## config.mk

```make
export PLATFORM = sky130hd
export DESIGN_NAME = hockey_param
export DESIGN_NICKNAME = d
export VERILOG_FILES = /design/src/rtl/hockey_param.sv
export SDC_FILE = /design/constraint.sdc
export NUM_CORES = 1
export LEC_CHECK = 0
export BUFFER_PORTS_ARGS = -buffer_cell sky130_fd_sc_hd__clkbuf_2
export CORE_AREA = 2 2 96 98
export DETAILED_ROUTE_END_ITERATION = 12
export DIE_AREA = 0 0 98 100
export GPL_TIMING_DRIVEN = 0
export PLACE_DENSITY_LB_ADDON = 0.15
export SLEW_MARGIN = 0
export SYNTH_ARGS = -nofsm -noshare
export SYNTH_HDL_FRONTEND = slang
export SYNTH_SLANG_ARGS = --single-unit
```

## constraint.sdc

```tcl
create_clock -name clk -period 6.45 [get_ports clk]
set_input_delay 1.6125 -clock clk [delete_from_list [all_inputs] [get_ports clk]]
set_output_delay 1.6125 -clock clk [all_outputs]
set_load 0.1 [all_outputs]
```

## src/rtl/hockey_param.sv

```systemverilog
// hockey_param: parametrised two-player air-hockey game controller.
// Drives puck position, scores, state code, serving side and winner flag.
// Optional feature macro HOCKEY_SPEEDUP_EN: each successful return shortens
// the puck step period by one cycle (floor 1), reloaded on every goal.
module hockey_param #(
    parameter int X_MAX      = 4,
    parameter int Y_MAX      = 4,
    parameter int COORD_W    = 3,
    parameter int WAIT_TICKS = 3,
    parameter int WIN_SCORE  = 3,
    parameter int SCORE_W    = 2
) (
    input  logic               clk,
    input  logic               rst,
    input  logic               BTN_A,
    input  logic               BTN_B,
    input  logic [1:0]         DIR_A,
    input  logic [1:0]         DIR_B,
    input  logic [COORD_W-1:0] Y_in_A,
    input  logic [COORD_W-1:0] Y_in_B,
    output logic [COORD_W-1:0] X_COORD,
    output logic [COORD_W-1:0] Y_COORD,
    output logic [SCORE_W-1:0] SCORE_A,
    output logic [SCORE_W-1:0] SCORE_B,
    output logic [3:0]         STATE_OUT,
    output logic               TURN,
    output logic [1:0]         WINNER
);

    localparam int TIMER_W = $clog2(WAIT_TICKS + 1);

    localparam logic [COORD_W-1:0] X_MAX_C   = COORD_W'(X_MAX);
    localparam logic [COORD_W-1:0] X_RET_B_C = COORD_W'(X_MAX - 1);
    localparam logic [COORD_W-1:0] X_RET_A_C = COORD_W'(1);
    localparam logic [COORD_W-1:0] Y_MAX_C   = COORD_W'(Y_MAX);
    localparam logic [SCORE_W-1:0] WIN_C     = SCORE_W'(WIN_SCORE);
    localparam logic [TIMER_W-1:0] WAIT_LAST = TIMER_W'(WAIT_TICKS - 1);

    typedef enum logic [3:0] {
        S_IDLE   = 4'd0,
        S_DISP   = 4'd1,
        S_HIT_A  = 4'd2,
        S_HIT_B  = 4'd3,
        S_SEND_A = 4'd4,
        S_SEND_B = 4'd5,
        S_RESP_A = 4'd6,
        S_RESP_B = 4'd7,
        S_GOAL_A = 4'd8,
        S_GOAL_B = 4'd9,
        S_END    = 4'd10
    } state_e;

    typedef enum logic [1:0] {
        DIR_STRAIGHT = 2'b00,
        DIR_UP       = 2'b01,
        DIR_DOWN     = 2'b10
    } dir_e;

    typedef struct packed {
        dir_e               dir;
        logic [COORD_W-1:0] y;
    } move_t;

    // The unused 11 code is folded onto straight so the direction register
    // only ever holds one of the three legal values.
    function automatic dir_e cleanDir(input logic [1:0] raw);
        dir_e d;
        case (raw)
            2'b01:   d = DIR_UP;
            2'b10:   d = DIR_DOWN;
            default: d = DIR_STRAIGHT;
        endcase
        return d;
    endfunction

    // One vertical puck step, reflecting off the top and bottom walls.
    function automatic move_t bounce(input logic [COORD_W-1:0] y, input dir_e d);
        move_t m;
        m.dir = d;
        m.y   = y;
        case (d)
            DIR_UP: begin
                if (y >= Y_MAX_C) begin
                    m.dir = DIR_DOWN;
                    m.y   = y - 1'b1;
                end else begin
                    m.y   = y + 1'b1;
                end
            end
            DIR_DOWN: begin
                if (y == '0) begin
                    m.dir = DIR_UP;
                    m.y   = y + 1'b1;
                end else begin
                    m.y   = y - 1'b1;
                end
            end
            default: ;
        endcase
        return m;
    endfunction

    state_e             state_q,  state_d;
    logic [TIMER_W-1:0] timer_q,  timer_d;
    logic [COORD_W-1:0] xPos_q,   xPos_d;
    logic [COORD_W-1:0] yPos_q,   yPos_d;
    dir_e               dir_q,    dir_d;
    logic [SCORE_W-1:0] scoreA_q, scoreA_d;
    logic [SCORE_W-1:0] scoreB_q, scoreB_d;
    logic               turn_q,   turn_d;
    logic [1:0]         winner_q, winner_d;

    logic [TIMER_W-1:0] stepLast;
    move_t              stepMove;
    move_t              returnMoveA;
    move_t              returnMoveB;
    logic               hitA;
    logic               hitB;

`ifdef HOCKEY_SPEEDUP_EN
    logic [TIMER_W-1:0] period_q, period_d;

    assign stepLast = period_q - 1'b1;
`else
    assign stepLast = WAIT_LAST;
`endif

    assign stepMove    = bounce(yPos_q, dir_q);
    assign returnMoveA = bounce(yPos_q, cleanDir(DIR_A));
    assign returnMoveB = bounce(yPos_q, cleanDir(DIR_B));
    assign hitA        = BTN_A && (Y_in_A == yPos_q);
    assign hitB        = BTN_B && (Y_in_B == yPos_q);

    // Next-state logic: the timer defaults to zero so any state change clears it.
    always_comb begin
        state_d  = state_q;
        timer_d  = '0;
        xPos_d   = xPos_q;
        yPos_d   = yPos_q;
        dir_d    = dir_q;
        scoreA_d = scoreA_q;
        scoreB_d = scoreB_q;
        turn_d   = turn_q;
        winner_d = winner_q;
`ifdef HOCKEY_SPEEDUP_EN
        period_d = period_q;
`endif
        case (state_q)
            S_IDLE: begin
                if (BTN_A) begin
                    turn_d  = 1'b0;
                    state_d = S_DISP;
                end else if (BTN_B) begin
                    turn_d  = 1'b1;
                    state_d = S_DISP;
                end
            end
            S_DISP: begin
                if (timer_q == WAIT_LAST) begin
                    state_d = turn_q ? S_HIT_B : S_HIT_A;
                end else begin
                    timer_d = timer_q + 1'b1;
                end
            end
            S_HIT_A: begin
                if (BTN_A && (Y_in_A <= Y_MAX_C)) begin
                    xPos_d  = '0;
                    yPos_d  = Y_in_A;
                    dir_d   = cleanDir(DIR_A);
                    state_d = S_SEND_B;
                end
            end
            S_HIT_B: begin
                if (BTN_B && (Y_in_B <= Y_MAX_C)) begin
                    xPos_d  = X_MAX_C;
                    yPos_d  = Y_in_B;
                    dir_d   = cleanDir(DIR_B);
                    state_d = S_SEND_A;
                end
            end
            S_SEND_B: begin
                if (timer_q == stepLast) begin
                    xPos_d = xPos_q + 1'b1;
                    yPos_d = stepMove.y;
                    dir_d  = stepMove.dir;
                    if (xPos_d == X_MAX_C) begin
                        state_d = S_RESP_B;
                    end
                end else begin
                    timer_d = timer_q + 1'b1;
                end
            end
            S_SEND_A: begin
                if (timer_q == stepLast) begin
                    xPos_d = xPos_q - 1'b1;
                    yPos_d = stepMove.y;
                    dir_d  = stepMove.dir;
                    if (xPos_d == '0) begin
                        state_d = S_RESP_A;
                    end
                end else begin
                    timer_d = timer_q + 1'b1;
                end
            end
            S_RESP_B: begin
                if (hitB) begin
                    xPos_d  = X_RET_B_C;
                    yPos_d  = returnMoveB.y;
                    dir_d   = returnMoveB.dir;
                    state_d = S_SEND_A;
`ifdef HOCKEY_SPEEDUP_EN
                    if (period_q != TIMER_W'(1)) period_d = period_q - 1'b1;
`endif
                end else if (timer_q == WAIT_LAST) begin
                    if (scoreA_q != WIN_C) scoreA_d = scoreA_q + 1'b1;
                    state_d = S_GOAL_A;
`ifdef HOCKEY_SPEEDUP_EN
                    period_d = TIMER_W'(WAIT_TICKS);
`endif
                end else begin
                    timer_d = timer_q + 1'b1;
                end
            end
            S_RESP_A: begin
                if (hitA) begin
                    xPos_d  = X_RET_A_C;
                    yPos_d  = returnMoveA.y;
                    dir_d   = returnMoveA.dir;
                    state_d = S_SEND_B;
`ifdef HOCKEY_SPEEDUP_EN
                    if (period_q != TIMER_W'(1)) period_d = period_q - 1'b1;
`endif
                end else if (timer_q == WAIT_LAST) begin
                    if (scoreB_q != WIN_C) scoreB_d = scoreB_q + 1'b1;
                    state_d = S_GOAL_B;
`ifdef HOCKEY_SPEEDUP_EN
                    period_d = TIMER_W'(WAIT_TICKS);
`endif
                end else begin
                    timer_d = timer_q + 1'b1;
                end
            end
            S_GOAL_A: begin
                if (timer_q == WAIT_LAST) begin
                    if (scoreA_q == WIN_C) begin
                        winner_d = 2'b01;
                        turn_d   = 1'b0;
                        state_d  = S_END;
                    end else begin
                        state_d  = S_HIT_B;
                    end
                end else begin
                    timer_d = timer_q + 1'b1;
                end
            end
            S_GOAL_B: begin
                if (timer_q == WAIT_LAST) begin
                    if (scoreB_q == WIN_C) begin
                        winner_d = 2'b10;
                        turn_d   = 1'b1;
                        state_d  = S_END;
                    end else begin
                        state_d  = S_HIT_A;
                    end
                end else begin
                    timer_d = timer_q + 1'b1;
                end
            end
            S_END: ;
            default: state_d = S_IDLE;
        endcase
    end

    // Game state registers, cleared immediately by the asynchronous reset.
    always_ff @(posedge clk or posedge rst) begin
        if (rst) begin
            state_q  <= S_IDLE;
            timer_q  <= '0;
            xPos_q   <= '0;
            yPos_q   <= '0;
            dir_q    <= DIR_STRAIGHT;
            scoreA_q <= '0;
            scoreB_q <= '0;
            turn_q   <= 1'b0;
            winner_q <= 2'b00;
        end else begin
            state_q  <= state_d;
            timer_q  <= timer_d;
            xPos_q   <= xPos_d;
            yPos_q   <= yPos_d;
            dir_q    <= dir_d;
            scoreA_q <= scoreA_d;
            scoreB_q <= scoreB_d;
            turn_q   <= turn_d;
            winner_q <= winner_d;
        end
    end

`ifdef HOCKEY_SPEEDUP_EN
    // Effective puck step period, shrinking with each return during a rally.
    always_ff @(posedge clk or posedge rst) begin
        if (rst) begin
            period_q <= TIMER_W'(WAIT_TICKS);
        end else begin
            period_q <= period_d;
        end
    end
`endif

    assign X_COORD   = xPos_q;
    assign Y_COORD   = yPos_q;
    assign SCORE_A   = scoreA_q;
    assign SCORE_B   = scoreB_q;
    assign STATE_OUT = state_q;
    assign TURN      = turn_q;
    assign WINNER    = winner_q;

endmodule

```

==> results by group <==
Clock tree
  • Clock latency on the worst-skew pair: 260 ps
  • # resized after CTS: 0
  • CTS tree: done
  • Clock buffer count from CTS: 3
  • Clock-pin slew on the worst setup and hold paths: 90 ps
  • Postcts setup bufs: 0
  • CTS Sinks: 21
  • Maximum clock path buffer count: 2
  • Root Driver: clkbuf_8
  • Post-cts hold buffer count: 0
  • # H-tree levels: 1

Synthesis
  • Synth top area share: 0.246
  • Async SR Flop Fraction: 1.00
  • Post-synth EDFFs: 0
  • Top cell type by total area after synthesis: dfrtp_1
  • Unique cell type count in the Yosys netlist: 60
  • Synth area leaders: dfrtp_1 (25%), ha_1 (8.2%), o21ai_0 (4.9%)
  • Ys flop type: dfrtp_1
  • Post-Syn Area: 2140 um2
  • Seq/Total Area, Yosys: 0.246
  • Avg Cell Area, Syn: 8.88 um2
  • Syn. warnings: 0
  • Post-synthesis register bit count: 21
  • Syn_nets: 269
  • Most frequent cells after synthesis: dfrtp_1 (21), o21ai_0 (21), nor2_1 (17)
  • Syn Inst Count: 241

Drt
  • DR iter-0 viols: 69
  • Final wirelength: 6.01 mm
  • Antenna Violating Nets Remaining: 0
  • Mean routed wirelength per cell: 15.6 um
  • Drt pass-1 iters: 4
  • Detailed-route DRC error count: 0
  • Via count: 1935
  • DR vias/cell: 5.01

Floorplanning
  • Boundary Pins: 31
  • Die span in x: 98 um
  • Initial core utilization: 0.241
  • Rows: 35
  • Die area: 9800 um2
  • Die Height: 100 um
  • Core ar.: 8890 um2

Setup path
  • Largest stage delay on the critical path: 500 ps
  • Kind of critical path: in2reg
  • Critical path arrival: 3240 ps
  • Slowest-stage cell, CP: or3b_2
  • CP Launch Type: input port
  • CP required: 6610 ps
  • CP endpoint kind: register
  • Worst-path fanout max: 9
  • Crit-path cells: clkbuf_2 > inv_1 > ha_1 > clkbuf_1 > or3b_2 > a21oi_1 > or3_1 > nand3_1 > mux2_4

Timing
  • Fin crit period: 3080 ps
  • Min Hold Slack: 467 ps
  • Setup TNS: 0 ps
  • Final Slew Violations: 0
  • Final setup viols: 0
  • RSZ-0062 raised after global routing: false
  • Crit share post-route: 0.477
  • Fmax: 325 MHz
  • Worst slew pin tran: 840 ps
  • Worst slew margin: 0.439
  • Final hold vios: 0
  • Skew final: 3.17 ps

Global routing
  • Initial antenna violation count: 0
  • First-pass GRT wire length: 10.3 mm
  • Met3 Resource Use GR: 0.0153
  • Gr usage total: 0.128
  • GR Util met1: 0.167
  • Vias in the first global route: 1986
  • Met2 Use GR: 0.225
  • Total grt overflow: 0
  • Top Usage Layer GRT: met2
  • Pin count of the biggest net entering global routing: 22

Cells and area
  • Area growth from synthesis to layout: 15.7%
  • Antenna Cells: 0
  • Share of layout cells above drive strength 1: 0.262
  • Final net count: 304

Placement
  • Buffers on Ports: 30
  • Post-DP HPWL: 4.66 mm
  • GPL Wtd Cong: 0.812

Flow run
  • Max Cap Viol: 0

Outcome
  • Outcome: complete, no violations

Worst hold path
  • Min-Delay Path Class: reg2reg
path summary, 6_finish.rpt:
check / start / end / slack [ps] / depth (start not counted)
hold / removal: timer_q[0] / timer_q[0] / 470 / 1
min in group asynchronous: rst / STATE_OUT[3] / 1490 / 2
setup reg to reg: Y_COORD[0] / Y_COORD[2] / 4140 / 7
max in group asynchronous: rst / dir_q[1] / 4450 / 2
setup / recovery: DIR_A[1] / dir_q[1] / 3370 / 9
hold reg to reg: timer_q[0] / timer_q[0] / 470 / 1
worst max-delay path, delay by kind of cell:
| family | cells | cell delay, ps |
|---|---|---|
| AOI/OAI and AO/OA | 1 | 150 |
| buffers and inverters | 3 | 330 |
| adders and majority gates | 1 | 160 |
| muxes | 1 | 260 |
| and+or+nand+nor | 3 | 720 |
registers in the layout, indices dropped and copies added (netlist names):
register   cells
SCORE_B        2
dir_q          2
TURN           1
SCORE_A        2
timer_q        2
Y_COORD        3
STATE_OUT      4
X_COORD        3
WINNER         2
routing by layer:
| metal | vias up | part of all wire |
|---|---|---|
| li1 | 947 | - |
| met1 | 952 | 0.47 |
| met2 | 32 | 0.49 |
| met3 | 4 | 0.030 |
| met4 | 0 | 0.0093 |
| met5 | - | 0 |
layout make-up:
class / instances / area (um2)
timing repair buffer: 30 / 150
clock buffer: 3 / 41.3
fill: 986 / 6410
buffer: 14 / 83.8
inverter: 16 / 60.1
tap: 111 / 139
clock inverter: 1 / 5.00
sequential: 21 / 526
multi-input combinational: 190 / 1470
logic make-up after synthesis:
group,count (synthesis),share of synthesized area
xor gates and xnor gates,11,0.0450
and+or+nand+nor,81,0.237
buffers and inverters,30,0.0672
AOI/OAI and AO/OA,68,0.234
muxes,16,0.0895
DFF,21,0.246
adders and majority gates,14,0.0819
layout by cell type (no fill, tap or decap), drive strengths merged, types with 4 or more instances in the layout:
cell,instances
o211ai,4
clkbuf,39
and2,4
a21oi,14
nor3,8
o21ai,21
nor2b,6
or3,4
xnor2,9
buf,8
inv,16
nor4,5
mux2,13
nand2b,6
nand3,9
ha,14
nor2,17
dfrtp,21
nand2,9
through the flow:
| stage | std cells | util | area (um2) | setup WS (ps) |
|---|---|---|---|---|
| 2_1_floorplan | 241 | - | 2140 | 3360 |
| 3_5_place_dp | 382 | 0.273 | 2430 | 3100 |
| 3_3_place_gp | 382 | 0.273 | 2430 | 3100 |
| 5_1_grt | 386 | 0.278 | 2470 | 3250 |
| 6_report | 386 | 0.278 | 2470 | 3370 |
| 4_1_cts | 386 | 0.278 | 2470 | 3390 |
Power is not shown: default switching activity piles up to over one toggle a cycle in this logic, so the estimate is an artifact.
